File: src/rtl/counter_pkg.sv
`default_nettype none
// +----------------------------------------------------------------------------+
// | counter_pkg                                                                |
// | Shared mode constants and helpers for the up/down modulus counters.        |
// | Revision: 1.0                                                              |
// +----------------------------------------------------------------------------+
package counter_pkg;

    localparam int MODE_WRAP = 0;
    localparam int MODE_SAT  = 1;

    // True when the modulus fits a WIDTH-bit register and has at least two states.
    function automatic bit modulus_ok(input int width, input int modulus);
        return (modulus >= 2) && (modulus <= (1 << width));
    endfunction

    function automatic bit mode_ok(input int mode);
        return (mode == MODE_WRAP) || (mode == MODE_SAT);
    endfunction

endpackage : counter_pkg
`default_nettype wire

File: src/rtl/mod_updown_counter.sv
`default_nettype none
// +----------------------------------------------------------------------------+
// | mod_updown_counter                                                         |
// | Modulo-N up/down counter with load, wrap/saturate modes and cascade tc.    |
// | Revision: 1.0                                                              |
// +----------------------------------------------------------------------------+
module mod_updown_counter
    import counter_pkg::*;
#(
    parameter int WIDTH    = 4,
    parameter int MODULUS  = 10,
    parameter int SATURATE = 0
) (
    input  logic             clk,
    input  logic             clear,
    input  logic             en,
    input  logic             up,
    input  logic             load,
    input  logic [WIDTH-1:0] din,
    output logic [WIDTH-1:0] count,
    output logic             tc,
    output logic             wrap,
    output logic             sat
);

    localparam logic [WIDTH-1:0] C_MAX      = WIDTH'(MODULUS - 1);
    localparam logic [WIDTH-1:0] C_ZERO     = '0;
    localparam logic [WIDTH-1:0] C_ONE      = WIDTH'(1);
    localparam bit               C_SAT_MODE = (SATURATE == MODE_SAT);

    if (!modulus_ok(WIDTH, MODULUS)) begin : g_bad_modulus
        $error("mod_updown_counter: MODULUS=%0d outside 2..2**WIDTH (WIDTH=%0d)",
               MODULUS, WIDTH);
    end

    if (!mode_ok(SATURATE)) begin : g_bad_mode
        $error("mod_updown_counter: SATURATE=%0d is not MODE_WRAP or MODE_SAT",
               SATURATE);
    end

    logic             w_at_top;
    logic             w_at_bot;
    logic [WIDTH-1:0] w_next_count;
    logic             w_next_wrap;
    logic             w_next_sat;

    assign w_at_top = (count == C_MAX);
    assign w_at_bot = (count == C_ZERO);

    // Zero-latency terminal count so a following stage counts on the same edge.
    assign tc = en & ((up & w_at_top) | (~up & w_at_bot));

    always_comb begin
        w_next_count = count;
        w_next_wrap  = 1'b0;
        w_next_sat   = sat;
        if (load) begin
            w_next_count = (din > C_MAX) ? C_MAX : din;
            w_next_sat   = 1'b0;
        end else if (en) begin
            if (up) begin
                if (!w_at_top) begin
                    w_next_count = count + C_ONE;
                    w_next_sat   = 1'b0;
                end else if (C_SAT_MODE) begin
                    w_next_sat   = 1'b1;
                end else begin
                    w_next_count = C_ZERO;
                    w_next_wrap  = 1'b1;
                    w_next_sat   = 1'b0;
                end
            end else begin
                if (!w_at_bot) begin
                    w_next_count = count - C_ONE;
                    w_next_sat   = 1'b0;
                end else if (C_SAT_MODE) begin
                    w_next_sat   = 1'b1;
                end else begin
                    w_next_count = C_MAX;
                    w_next_wrap  = 1'b1;
                    w_next_sat   = 1'b0;
                end
            end
        end
    end

    always_ff @(posedge clk or negedge clear) begin
        if (!clear) begin
            count <= C_ZERO;
            wrap  <= 1'b0;
            sat   <= 1'b0;
        end else begin
            count <= w_next_count;
            wrap  <= w_next_wrap;
            sat   <= w_next_sat;
        end
    end

endmodule : mod_updown_counter
`default_nettype wire
File: config.mk
export PLATFORM = sky130hd
export DESIGN_NAME = mod_updown_counter
export DESIGN_NICKNAME = d
export VERILOG_FILES = /design/src/rtl/counter_pkg.sv /design/src/rtl/mod_updown_counter.sv
export SDC_FILE = /design/constraint.sdc
export NUM_CORES = 1
export LEC_CHECK = 0
export BUFFER_PORTS_ARGS = -buffer_cell sky130_fd_sc_hd__buf_2
export CAP_MARGIN = 20
export CORE_AREA = 2 2 39 41
export CTS_CLUSTER_SIZE = 30
export DETAILED_ROUTE_END_ITERATION = 10
export DIE_AREA = 0 0 41 43
export PLACE_DENSITY = 0.62
export SLEW_MARGIN = 20
export SYNTH_ARGS = -nofsm -noshare
export SYNTH_HDL_FRONTEND = slang
export SYNTH_SLANG_ARGS = --single-unit
File: constraint.sdc
create_clock -name clk -period 3.34 [get_ports clk]
set_clock_uncertainty 0.1 [all_clocks]
set_input_delay 0.668 -clock clk [delete_from_list [all_inputs] [get_ports clk]]
set_output_delay 0.668 -clock clk [all_outputs]
set_load 0.01 [all_outputs]
==> out/results.txt <==
Post-Route Utilization: 33.91%
Share of post-route cells with drive strength above 1: 30.51%
WS Path Type: in -> out
Largest net degree at the start of global routing: 12
Status: completed
Layout area overhead: 21.36%
DR pass1 iterations: 4
Inst Count DP: 71
Clock latency on the worst-skew pair: 0.24 ns
Clock buffer depth: 2
Fin. Hold Viols: 0
Initial antenna violation count: 0
Crit-path most repeated cell: buf_2
CTS H-Tree Depth: 1
Mapped Cells: 45
Pwr/cell area: 431.7 nW/um^2
Max-cap violations: 0
CP endpoint kind: output port
Leak Pwr: 0.2122 nW
Syn_nets: 54
RR Endpoint: count[3]$_DFFE_PN0P_
Post-CTS setup buffer count: 0
# rows: 14
Post-synth top area share: 32.36%
Critical Path RT: 2.57 ns
Final period utilization: 69.77%
Chip width: 41 um
Post-synth top cells: dfrtp_1 (5), nand2_1 (4), o21ai_0 (4)
Most common cell in the synthesized netlist: dfrtp_1
Final WL: 849 um
DRC viols: 0
Hold_buf cts: 0
Critical path buffers and inverters: 2
Critical Path Start Type: primary input
Drt wl/cell: 11.32 um
Post-Syn Area: 386.6 um^2
# resized after CTS: 0
WP data arrival: 1.56 ns
Peak VDD IR: 298.9 uV
Yosys synthesis warning count: 0
Cell accounting for the most synthesized area: dfrtp_1
Seq/Total Area, Yosys: 32.36%
EDFF count, synth: 0
I/O Buffers: 14
HP Class: in -> async
Synth unique cells: 26
Num CTS Buffers: 3
Crit Path Max Fanout: 6
TritonCTS clock tree: built
Fill cell count: 158
ANT nets after route: 0
Largest stage delay, worst path: 0.30 ns
Clock Sinks: 5
Crit-path leading delay family: buffers and inverters
WP depth: 4
Post-synthesis register bit count: 5
GPL Wtd Cong: 0.7056
First-pass GRT wire length: 1386 um
Syn_area_per_cell: 8.592 um^2
Height of the die: 43 um
Initial Util: 27.94%
Slowest cell on crit path: or3_1
Non-Filler Instances: 75
I/O pins: 16
Crit-path cells: buf_2 > or3_1 > a211oi_1 > buf_2
Die Area: 1763 um^2
Diodes inserted: 0
# nets final: 69
Slew Viols, Final: 0
R2R Setup Slk: 1.65 ns
Fin crit period: 2.330 ns
Vias post-DR: 375
Clock Pin Slew Worst Setup and Hold Paths: 0.04 ns
GRT overflow: 0
Vias/cell: 5.000
Final setup fails: 0
GRT Util Overall: 12.71%
Ys flop type: dfrtp_1
FMAX: 0.4291 GHz
Async SR Flop Fraction: 100.0%
Clk Tree Root Cell: clkbuf_4
Unrepaired setup endpoints after global routing: no
Number of global-route vias before repair: 305
Min Hold Slack: 0.1287 ns
Reg2reg start: count[0]$_DFFE_PN0P_
Core ar.: 1384 um^2
R2r worst-path depth: 4
Detailed Route Iter0 Violations: 8
Top post-synthesis cells by area: dfrtp_1 (32%), xnor2_1 (6.8%), buf_6 (5.8%)
Final TNS setup: 0 ns
state kept, by name (all words and copies together) (netlist names):
| name | flops |
|---|---|
| count | 4 |
| wrap | 1 |
power breakdown:
part / internal, W / leakage (nW) / switching, W
Combinational: 0.0000262 / 0.136 / 0.0000264
Clock: 0.0000451 / 0.0150 / 0.0000239
Sequential: 0.0000673 / 0.0616 / 0.0000136
Total: 0.000139 / 0.212 / 0.0000639
logic make-up after synthesis:
family | Yosys count | share of synthesized area [%]
compound gates | 15 | 26.21
buf+inv | 7 | 11.65
other cells | 1 | 0.9699
simple gates | 14 | 22.01
xor+xnor | 3 | 6.797
flops | 5 | 32.36
metrics by stage:
step	area (um^2)	total power [W]	worst slack, ns
global placement	442.9	0.0001342	1.062
finish	469.2	0.0002025	1.010
detailed placement	442.9	0.0001351	1.018
CTS	469.2	0.0002070	0.9945
global route	469.2	0.0002238	0.8817
floorplan	386.6	0.0001206	1.198
cells in the final DEF, fill, tap and decap left out:
master | netlist | layout
buf_2 | 0 | 14
dfrtp_1 | 5 | 5
nand2_1 | 4 | 4
o21ai_0 | 4 | 4
inv_1 | 3 | 3
xnor2_1 | 3 | 3
a21oi_1 | 3 | 3
clkbuf_4 | 0 | 3
a211oi_1 | 2 | 2
nand2b_1 | 2 | 2
nand3_1 | 1 | 1
or3_1 | 1 | 1
nor2b_1 | 1 | 1
a211o_1 | 1 | 1
a22oi_1 | 1 | 1
o21a_1 | 1 | 1
and3_4 | 1 | 1
nor3_1 | 1 | 1
nand3b_1 | 1 | 1
o31a_1 | 1 | 1
or4_1 | 1 | 1
a311oi_1 | 1 | 1
or3b_1 | 1 | 1
o311a_1 | 1 | 1
conb_1 | 1 | 1
clkbuf_1 | 1 | 1
how the worst max path moves through the flow:
stage                         startpoint  endpoint  slack (ns)
finish                                up        tc        1.01
global route        count[3]$_DFFE_PN0P_        tc        0.88
CTS                 count[3]$_DFFE_PN0P_        tc        0.99
detailed placement                    up        tc        1.02
global placement                      up        tc        1.06
floorplan                             up        tc        1.20
cell type report:
class | instances | area (um^2) | area share, %
inverter | 3 | 11.26 | 2.400
tap | 16 | 20.02 | 4.267
multi-input combinational | 33 | 216.5 | 46.13
timing repair buffer | 14 | 70.07 | 14.93
sequential | 5 | 125.1 | 26.67
clock buffer | 4 | 26.28 | 5.600
routing by layer:
metal  up-vias  wire length, um  GRT usage, %
met4         0                0         6.000
met3         0              100         9.424
li1        189                -             -
met5         -                0             0
met1       165              356         16.01
met2        21              391         15.63
No activity file was read; power rests on OpenSTA's default activity.
